[src/rtl/matrix_stream_pkg.sv]
// Shared types and default widths for the matrix stream producer/consumer blocks.
package matrix_stream_pkg;

    localparam int unsigned MAX_WIDTH_LEN_DEF = 4;
    localparam int unsigned SIZE_VALUE_DEF    = 16;

    typedef enum logic [1:0] {
        IDLE  = 2'd0,
        RECV  = 2'd1,
        FLUSH = 2'd2
    } stream_state_e;

endpackage

[src/rtl/matrix_index_counter.sv]
// Row-major (x fastest) index counter with wrap and last-element detection.
module matrix_index_counter
    import matrix_stream_pkg::*;
#(
    parameter int unsigned WIDTH = MAX_WIDTH_LEN_DEF
) (
    input  logic             clk,
    input  logic             rst_n,
    input  logic             clear_i,
    input  logic             advance_i,
    input  logic [WIDTH-1:0] size_x_i,
    input  logic [WIDTH-1:0] size_y_i,
    output logic [WIDTH-1:0] x_o,
    output logic [WIDTH-1:0] y_o,
    output logic             last_c_o
);

    logic [WIDTH-1:0] x_q, x_d;
    logic [WIDTH-1:0] y_q, y_d;

    assign last_c_o = (x_q == size_x_i) && (y_q == size_y_i);
    assign x_o      = x_q;
    assign y_o      = y_q;

    // y returns to 0 after the last element so the counter idles cleanly.
    always_comb begin
        x_d = x_q;
        y_d = y_q;
        if (clear_i) begin
            x_d = '0;
            y_d = '0;
        end else if (advance_i) begin
            if (x_q == size_x_i) begin
                x_d = '0;
                y_d = last_c_o ? '0 : y_q + WIDTH'(1);
            end else begin
                x_d = x_q + WIDTH'(1);
            end
        end
    end

    always_ff @(posedge clk or negedge rst_n) begin
        if (!rst_n) begin
            x_q <= '0;
            y_q <= '0;
        end else begin
            x_q <= x_d;
            y_q <= y_d;
        end
    end

endmodule

[src/rtl/stream_input.sv]
// Receives a row-major element stream and writes it into matrix memory.
// Optional running checksum output enabled by STREAM_INPUT_CHECKSUM_EN.
module stream_input
    import matrix_stream_pkg::*;
#(
    parameter int unsigned maxWidthLen = MAX_WIDTH_LEN_DEF,
    parameter int unsigned sizeValue   = SIZE_VALUE_DEF
) (
    input  logic                        clk,
    input  logic                        rst_n,
    input  logic                        start,
    input  logic [maxWidthLen-1:0]      sizeX,
    input  logic [maxWidthLen-1:0]      sizeY,
    input  logic                        in_valid,
    input  logic signed [sizeValue-1:0] in_data,
    output logic                        in_ready,
    output logic                        wr_en,
    output logic [maxWidthLen-1:0]      wr_x,
    output logic [maxWidthLen-1:0]      wr_y,
    output logic signed [sizeValue-1:0] wr_data,
    output logic                        busy,
    output logic                        done
`ifdef STREAM_INPUT_CHECKSUM_EN
    ,
    output logic signed [sizeValue-1:0] checksum
`endif
);

    stream_state_e state_q, state_d;

    logic                        load_c;
    logic                        accept_c;
    logic                        last_c;
    logic [maxWidthLen-1:0]      cnt_x, cnt_y;
    logic [maxWidthLen-1:0]      size_x_q, size_x_d;
    logic [maxWidthLen-1:0]      size_y_q, size_y_d;
    logic                        in_ready_q, busy_q, done_q, wr_en_q;
    logic [maxWidthLen-1:0]      wr_x_q, wr_x_d;
    logic [maxWidthLen-1:0]      wr_y_q, wr_y_d;
    logic signed [sizeValue-1:0] wr_data_q, wr_data_d;

    // Next state, size latch and write-port staging.
    always_comb begin
        state_d   = state_q;
        load_c    = 1'b0;
        accept_c  = 1'b0;
        size_x_d  = size_x_q;
        size_y_d  = size_y_q;
        wr_x_d    = wr_x_q;
        wr_y_d    = wr_y_q;
        wr_data_d = wr_data_q;
        unique case (state_q)
            IDLE: begin
                if (start) begin
                    state_d = RECV;
                    load_c  = 1'b1;
                end
            end
            RECV: begin
                // A start here abandons the matrix and drops any coincident beat.
                if (start) begin
                    load_c = 1'b1;
                end else if (in_valid) begin
                    accept_c = 1'b1;
                    if (last_c) begin
                        state_d = FLUSH;
                    end
                end
            end
            FLUSH: begin
                if (start) begin
                    state_d = RECV;
                    load_c  = 1'b1;
                end else begin
                    state_d = IDLE;
                end
            end
            default: state_d = IDLE;
        endcase
        if (load_c) begin
            size_x_d = sizeX;
            size_y_d = sizeY;
        end
        if (accept_c) begin
            wr_x_d    = cnt_x;
            wr_y_d    = cnt_y;
            wr_data_d = in_data;
        end
    end

    always_ff @(posedge clk or negedge rst_n) begin
        if (!rst_n) begin
            state_q    <= IDLE;
            size_x_q   <= '0;
            size_y_q   <= '0;
            in_ready_q <= 1'b0;
            busy_q     <= 1'b0;
            done_q     <= 1'b0;
            wr_en_q    <= 1'b0;
            wr_x_q     <= '0;
            wr_y_q     <= '0;
            wr_data_q  <= '0;
        end else begin
            state_q    <= state_d;
            size_x_q   <= size_x_d;
            size_y_q   <= size_y_d;
            in_ready_q <= (state_d == RECV);
            busy_q     <= (state_d != IDLE);
            done_q     <= (state_d == FLUSH);
            wr_en_q    <= accept_c;
            wr_x_q     <= wr_x_d;
            wr_y_q     <= wr_y_d;
            wr_data_q  <= wr_data_d;
        end
    end

    matrix_index_counter #(
        .WIDTH (maxWidthLen)
    ) u_idx (
        .clk       (clk),
        .rst_n     (rst_n),
        .clear_i   (load_c),
        .advance_i (accept_c),
        .size_x_i  (size_x_q),
        .size_y_i  (size_y_q),
        .x_o       (cnt_x),
        .y_o       (cnt_y),
        .last_c_o  (last_c)
    );

    assign in_ready = in_ready_q;
    assign busy     = busy_q;
    assign done     = done_q;
    assign wr_en    = wr_en_q;
    assign wr_x     = wr_x_q;
    assign wr_y     = wr_y_q;
    assign wr_data  = wr_data_q;

`ifdef STREAM_INPUT_CHECKSUM_EN
    logic signed [sizeValue-1:0] checksum_q, checksum_d;

    // Wrapping sum of accepted beats; complete in the done cycle.
    always_comb begin
        checksum_d = checksum_q;
        if (load_c) begin
            checksum_d = '0;
        end else if (accept_c) begin
            checksum_d = checksum_q + in_data;
        end
    end

    always_ff @(posedge clk or negedge rst_n) begin
        if (!rst_n) begin
            checksum_q <= '0;
        end else begin
            checksum_q <= checksum_d;
        end
    end

    assign checksum = checksum_q;
`endif

endmodule
[config.mk]
export PLATFORM = sky130hd
export DESIGN_NAME = stream_input
export DESIGN_NICKNAME = d
export VERILOG_FILES = /design/src/rtl/matrix_stream_pkg.sv /design/src/rtl/matrix_index_counter.sv /design/src/rtl/stream_input.sv
export SDC_FILE = /design/constraint.sdc
export NUM_CORES = 1
export LEC_CHECK = 0
export CORE_MARGIN = 8
export CORE_UTILIZATION = 47
export DETAILED_ROUTE_END_ITERATION = 16
export PLACE_DENSITY = 0.87
export SLEW_MARGIN = 0
export SYNTH_ARGS = -nofsm -noshare
export SYNTH_HDL_FRONTEND = slang
export SYNTH_SLANG_ARGS = --single-unit
[constraint.sdc]
create_clock -name clk -period 1.7 [get_ports clk]
set_input_delay 0.34 -clock clk [delete_from_list [all_inputs] [get_ports clk]]
set_output_delay 0.34 -clock clk [all_outputs]
set_load 0.02 [all_outputs]
=== After elaboration in Yosys (flattened, before gate mapping) ===
Cells that the tools add are included.

* Eq/ne operators: 6
* $add $sub $neg: 2
* Reduce and logical (&&, ||, !) cells: 7
* Multiplexer cells: 18

{| class="wikitable"
|+ Operators by type and width
! kind !! count
|-
| $mux 4 || 7
|-
| $add 4x1->4 const B || 2
|-
| $eq 4x4->1 || 2
|-
| $mux 2 || 4
|-
| $mux 1 || 6
|-
| $pmux 2 s3 || 1
|-
| $reduce_bool 2->1 || 3
|-
| $eq 2x1->1 const B || 2
|-
| $eq 2x2->1 const B || 2
|-
| $reduce_or 3->1 || 1
|-
| $logic_not 2->1 || 1
|-
| $reduce_and 2->1 || 1
|-
| $logic_and 1x1->1 || 1
|}

* Input bits: 28
* Bits in registers: 46
* Logic and storage cells: 45

=== Longest topological paths before layout ===
Gate-level depths: netlist of run 1.

* Word-level depth: 7
* Gate-level depth with buffers: 7
* Mapped depth without buffers: 5

=== Modules after synthesis ===
Synthesis of run 1 repeated with hierarchy kept, for this count alone.

* Cells, all modules: 140
* Area total of the unflattened synthesis: 2,042.0 um2

{| class="wikitable"
|+ Modules (own cells, without submodules)
! module !! area each (um2) !! seq. area each (um2) !! instances !! cells each
|-
| stream_input || 1,508.9 || 950.9 || 1 || 82
|-
| matrix_index_counter || 533.0 || 200.2 || 1 || 58
|}

=== Least setup slack after synthesis of run 1 ===
No wires, ideal clock.

* Path kind: flip-flop to flip-flop
* Start point: register state_q[0]
* End point: register size_x_q[3]
* Path buffers: 1
* Required time: 1,575 ps
* Setup slack: 323 ps
* Arrival: 1,252 ps
* Cell stages (with the launch flop): 4
* Cells stage by stage: dfrtp_1 -> a21oi_2 -> buf_2 -> mux2_2

* Cells in the longest elaborated chain, start to end: 3

{| class="wikitable"
|+ Ends and longest elaborated chain
! what !! line !! text
|-
| start, declared || stream_input.sv:29 || <nowiki>stream_state_e state_q, state_d;</nowiki>
|-
| start signal, assigned || stream_input.sv:104 || <nowiki>state_q <= state_d;</nowiki>
|-
| $eq 2x2->1 (tied with other cells) || stream_input.sv:52 || <nowiki>unique case (state_q)</nowiki>
|-
| $reduce_or 3->1 (no line) (*) || n/a ||
|-
| $mux 1 (*) || n/a ||
|-
| end signal, assigned || stream_input.sv:105 || <nowiki>size_x_q <= size_x_d;</nowiki>
|-
| end, declared || stream_input.sv:35 || <nowiki>logic [maxWidthLen-1:0] size_x_q, size_x_d;</nowiki>
|}

Every way passes the cells marked *; elsewhere a longest branch is shown, timed or not.
A chain may end at the register's enable or synchronous reset.

=== Worst setup path in the final report of run 1 ===
* Start point: register wr_y_q[3] (netlist: wr_y[3])
* End point: output wr_y[3]

{| class="wikitable"
|+ RTL lines
! what !! line !! text
|-
| start, declared || stream_input.sv:39 || <nowiki>logic [maxWidthLen-1:0] wr_y_q, wr_y_d;</nowiki>
|-
| start signal, assigned || stream_input.sv:112 || <nowiki>wr_y_q <= wr_y_d;</nowiki>
|-
| end, declared || stream_input.sv:19 || <nowiki>output logic [maxWidthLen-1:0] wr_y,</nowiki>
|}

No word-level cell between the ends.

==> results.json, run 1 <==
{
  "placedCellCount": 301,
  "viasPerCell": 5.02,
  "port_buffers": 55,
  "cts.clk_slew.worst_paths_ps": 80,
  "coreArea_um2": 3970,
  "ys_ff_latch": 46,
  "syn_inst": 187,
  "grt_pass1_vias": 1576,
  "synthMuxAreaShare": 0.0518,
  "critical_path_buf_inv_count": 1,
  "yosysSeqAreaShare": 0.596,
  "nets": 289,
  "dpl_worst_slack_ps": -122,
  "cts_tree": "done",
  "drtAntennaViolNets": 0,
  "antenna_found_initial": 0,
  "cp_top_family": "buffers and inverters",
  "start_util": 0.486,
  "die_area_um2": 6410,
  "seqCellArea_um2": 1150,
  "cp-end-kind": "primary output",
  "slew_violations": 0,
  "yosysTopAreaCell": "dfrtp_1",
  "yosys.area_share.adder": 0.0130,
  "drt-total-wl_um": 4370,
  "hold_class": "reg -> reg",
  "area_growth_pct": 42.9,
  "finish.utilization": 0.695,
  "finalClockSkew_ps": 6.42,
  "cp_data_required_time_ps": 1360,
  "synth_top_area_share": 0.596,
  "synth_top_family_by_area": "simple AND/OR/NAND/NOR gates",
  "drt_iter0_markers": 53,
  "power-per-cell-area_nw_per_um2": 861,
  "r2r_start": "u_idx.x_o[1]",
  "fin_crit_ps": 1610,
  "clock_sinks": 46,
  "ios": 56,
  "cts_setup_buffers": 0,
  "first_pass_iters": 4,
  "design_area_um2": 2760,
  "n_antenna_cell": 0,
  "critPathLaunch": "wr_y[3]",
  "max-clock-path-buffers": 2,
  "cp_slowest_cell": "clkdlybuf4s50_1",
  "fmax_mhz": 621,
  "worst_slew_pin_slew_ps": 368,
  "ys_top_cells_by_area": "dfrtp_1, nand2_1, mux2_2, xnor2_1, ha_1",
  "htreeDepth": 2,
  "r2r_cells": 4,
  "mostFrequentLayoutCells": "nand2_1, clkdlybuf4s50_1, dfrtp_1, buf_4",
  "endpoint": "wr_y[3]",
  "cts_made_buffers": 5,
  "cp-start-kind": "flip-flop",
  "dpl.hpwl_um": 3330,
  "placementRows": 23,
  "grt_pass1_wl_um": 7400,
  "syn_area_per_cell_um2": 10.3,
  "path_max_fanout": 2,
  "overflow": 0,
  "layout.cells.non_filler": 310,
  "synth_warnings": 0,
  "leakage_nw": 1.26,
  "multi_input_area_um2": 727,
  "hold_slack_ps": 478,
  "regToRegSetupSlack_ps": 140,
  "slew_headroom": 0.755,
  "cp.arrival_ps": 1270,
  "r2r_end": "u_idx.y_o[3]",
  "ir_worst_vdd_v": 0.000599,
  "rsz0062_at_grt": "false",
  "worstSetupPathType": "reg -> out",
  "grt_usage": 0.144,
  "drcViolationCount": 0,
  "maxCapViolCount": 0,
  "root_buffer": "clkbuf_8",
  "grt_max_degree": 21,
  "synth_cell_types": 29,
  "place_congestion": 0.835,
  "cp_cell_sequence": "clkdlybuf4s50_1",
  "worstSetupPathDepth": 1,
  "async_reset_ff_frac": 1.00,
  "yosys.area_share.simple": 0.204,
  "synth_edf_count": 0,
  "tns_ps": 0,
  "fp.dieW_um": 80.1,
  "synth_xor_xnor_area_share": 0.0408,
  "finalSetupViolations": 0,
  "ys.flop_type": "dfrtp_1",
  "status": "finished clean",
  "synth_compound_area_frac": 0.0622,
  "clock_latency_ps": 300,
  "timing.final.crit_share": 0.948,
  "synth_nets": 217,
  "die_y_um": 80.1,
  "dpl_cell_area_um2": 2650,
  "wl_per_cell_um": 14.1,
  "total_power_mw": 2.38,
  "final_common_cell": "nand2_1",
  "fillCellCount": 313,
  "finalHoldViolCount": 0,
  "routed-via-count": 1556,
  "fin_ws_ps": 89.0,
  "critPathMaxStageDelay_ps": 610,
  "syn_area_um2": 1930,
  "drive_gt1_frac": 0.146
}
-- timing repair --
| action | CTS | global route |
|---|---|---|
| setup endpoints to repair | 0 | 1 |
| gates resized for setup | 0 | 1 |
| hold endpoints to repair | 14 | 0 |
| hold buffers | 1 | 0 |
-- kinds of logic (layout without fill, tap and decap cells) --
group                      count (synthesis)  in the layout
AOI/OAI and AO/OA                         17             17
DFF                                       46             46
buffers and inverters                     13             86
and+or+nand+nor                           91             91
xor gates and xnor gates                   9              9
adders and majority gates                  2              2
muxes                                      9              9
-- tightest hold or removal path: cells and delay by family (launching register included) --
family / cells / cell delay (ps)
DFF: 1 / 340
and+or+nand+nor: 2 / 110
-- state kept, by name, indices dropped and copies added, names as in the netlist --
name / flops
size_x_q: 4
u_idx.x_o: 4
wr_x: 4
done: 1
size_y_q: 4
busy: 1
u_idx.y_o: 4
state_q: 2
wr_y: 4
wr_data: 16
wr_en: 1
in_ready: 1
-- power by group --
part | internal, mW | switching, mW | total [mW]
clock | 0.328 | 0.348 | 0.676
sequential | 1.17 | 0.0447 | 1.22
combinational | 0.246 | 0.236 | 0.482
total | 1.75 | 0.628 | 2.38
-- synthesized netlist by cell type, drive strengths merged (2+ instances only) --
| master | count |
|---|---|
| nand4 | 3 |
| buf | 5 |
| o41a | 2 |
| mux2 | 8 |
| clkbuf | 3 |
| ha | 2 |
| dfrtp | 46 |
| a21oi | 6 |
| inv | 5 |
| o21ai | 4 |
| nand3 | 4 |
| a211oi | 3 |
| nor3 | 3 |
| xnor2 | 8 |
| or3 | 2 |
| nand2 | 74 |
| o32ai | 2 |
-- per-layer routing --
layer / vias to the layer above / global-route usage / part of all wire
met1: 738 / 0.173 / 0.43
met2: 45 / 0.240 / 0.50
met4: 0 / 0.0527 / 0.015
li1: 767 / - / -
met5: - / 0 / 0
met3: 6 / 0.0402 / 0.055
-- final cells by class --
type / count / area share
clock buffer: 7 / 0.0313
clock inverter: 1 / 0.00181
inverter: 5 / 0.00680
multi-input combinational: 128 / 0.263
sequential: 46 / 0.417
tap: 50 / 0.0227
timing repair buffer: 73 / 0.257
-- how the worst min path moves through the flow --
| stage | from | to | slack (ps) | cells past startpoint |
|---|---|---|---|---|
| finish | wr_data[10] | wr_data[10] | 480 | 2 |
| global route | wr_data[10] | wr_data[10] | 500 | 2 |
| CTS | wr_data[14] | wr_data[14] | 480 | 2 |
| detailed placement | rst_n | in_ready | 280 | 1 |
| global placement | rst_n | in_ready | 270 | 1 |
| floorplan | rst_n | busy | 40 | 0 |
No activity file was read; power rests on OpenSTA's default activity.
==> inputs of run 2 (changes only) <==
--- a/config.mk
+++ b/config.mk
@@ -6,10 +6,11 @@
 export NUM_CORES = 1
 export LEC_CHECK = 0
 export CORE_MARGIN = 8
-export CORE_UTILIZATION = 47
+export CORE_UTILIZATION = 60
 export DETAILED_ROUTE_END_ITERATION = 16
-export PLACE_DENSITY = 0.87
-export SLEW_MARGIN = 0
+export DONT_BUFFER_PORTS = 1
+export PLACE_DENSITY = 0.84
+export SLEW_MARGIN = 20
 export SYNTH_ARGS = -nofsm -noshare
 export SYNTH_HDL_FRONTEND = slang
 export SYNTH_SLANG_ARGS = --single-unit
==> run 2 against run 1 <==
  * Largest cell class unchanged
  * Design area decreased by 23%
  * Register-to-register slack got worse by 20 ps
  * Setup slack improved by 29 ps
  * Hold slack got worse by 390 ps
  * Maximum frequency increased by 1.8%
  * Critical path type is now reg -> reg
  * Power decreased by 14%
  * Critical endpoint is now u_idx.y_o[3]
  * Non-clock buffer count decreased by 65
==> results.json, run 2 (synthesized netlist as in run 1, its figures left out) <==
{
  "status": "finished clean",
  "fillCellCount": 242,
  "antenna_found_initial": 0,
  "power-per-cell-area_nw_per_um2": 963,
  "port_buffers": 0,
  "fin_crit_ps": 1580,
  "cp-end-kind": "flip-flop",
  "ir_worst_vdd_v": 0.000646,
  "first_pass_iters": 5,
  "worstSetupPathType": "reg -> reg",
  "place_congestion": 0.782,
  "hold_slack_ps": 85.6,
  "grt_pass1_wl_um": 6590,
  "wl_per_cell_um": 16.6,
  "largest_reg_flops": 16,
  "cp_top_family": "flip-flops",
  "mostFrequentLayoutCells": "nand2_1, dfrtp_1, mux2_2, xnor2_1",
  "slew_headroom": 0.772,
  "slew_violations": 0,
  "drt_iter0_markers": 111,
  "fp.dieW_um": 72.7,
  "path_max_fanout": 6,
  "die_y_um": 72.7,
  "regToRegSetupSlack_ps": 120,
  "critPathMaxStageDelay_ps": 470,
  "timing.final.crit_share": 0.931,
  "cts_made_buffers": 5,
  "multi_input_area_um2": 734,
  "leakage_nw": 1.00,
  "cts_tree": "done",
  "drt-total-wl_um": 3960,
  "critical_path_buf_inv_count": 0,
  "fmax_mhz": 632,
  "nets": 224,
  "root_buffer": "clkbuf_4",
  "placementRows": 20,
  "coreArea_um2": 3050,
  "seqCellArea_um2": 1150,
  "viasPerCell": 5.52,
  "rsz0062_at_grt": "false",
  "placedCellCount": 227,
  "clock_latency_ps": 350,
  "cp-start-kind": "flip-flop",
  "dpl.hpwl_um": 2830,
  "layout.cells.non_filler": 239,
  "cp.arrival_ps": 1850,
  "drtAntennaViolNets": 0,
  "hold_class": "in -> reg",
  "ios": 56,
  "die_area_um2": 5290,
  "cp_cell_sequence": "xnor2_1 -> and4_4 -> nand3_1 -> o32ai_1",
  "tns_ps": 0,
  "fin_ws_ps": 118,
  "cp_slowest_cell": "dfrtp_1",
  "finalSetupViolations": 0,
  "drive_gt1_frac": 0.144,
  "maxCapViolCount": 0,
  "n_antenna_cell": 0,
  "final_common_cell": "nand2_1",
  "start_util": 0.632,
  "area_growth_pct": 9.66,
  "max-clock-path-buffers": 2,
  "cts.clk_slew.worst_paths_ps": 120,
  "finalHoldViolCount": 0,
  "grt_max_degree": 47,
  "grt_usage": 0.160,
  "finalClockSkew_ps": 11.5,
  "dpl_worst_slack_ps": 98.6,
  "cp_data_required_time_ps": 1970,
  "htreeDepth": 2,
  "grt_pass1_vias": 1353,
  "overflow": 0,
  "clock_sinks": 46,
  "routed-via-count": 1320,
  "worst_slew_pin_slew_ps": 340,
  "drcViolationCount": 0
}
-- run 2: cell type report --
cell class                      instances  area share
Sequential cell                        46       0.544
Multi-Input combinational cell        128       0.347
Timing Repair Buffer                    8      0.0449
Clock buffer                            7      0.0260
Tap cell                               44      0.0260
Inverter                                5      0.0100
Clock inverter                          1     0.00236
-- run 2: stage by stage --
step                 util  instance area (µm²)  power, mW
detailed placement  0.650                 1990       1.50
finish              0.693                 2120       2.04
floorplan               -                 1930       1.45
CTS                 0.682                 2080       2.05
global route        0.693                 2120       2.14
global placement    0.650                 1990       1.49
-- run 2: timing repair --
action	in CTS	in global routing
endpoints found under the setup margin	0	4
endpoints found under the hold margin	46	0
hold buffers	2	0
resized for setup	0	4
setup buffers	0	2
-- run 2: path summary, 6_finish.rpt --
path                       depth (start not counted)    startpoint           end
hold reg to reg                                    1   size_x_q[3]   size_x_q[3]
hold / removal                                     2   in_data[12]   wr_data[12]
max in group asynchronous                          2         rst_n       wr_x[1]
setup reg to reg                                   4  u_idx.x_o[0]  u_idx.y_o[3]
setup / recovery                                   4  u_idx.x_o[0]  u_idx.y_o[3]
min in group asynchronous                          2         rst_n    state_q[0]
-- run 2: power breakdown --
| part | switching [mW] | total (mW) | internal, mW |
|---|---|---|---|
| registers | 0.136 | 1.31 | 1.17 |
| clock network | 0.318 | 0.518 | 0.201 |
| logic | 0.121 | 0.212 | 0.0910 |
-- run 2: routing by layer --
metal / up-vias / share of wire / GRT usage
li1: 628 / - / -
met1: 629 / 0.37 / 0.174
met2: 54 / 0.50 / 0.266
met3: 9 / 0.11 / 0.0714
met4: 0 / 0.014 / 0.0600
met5: - / 0 / 0
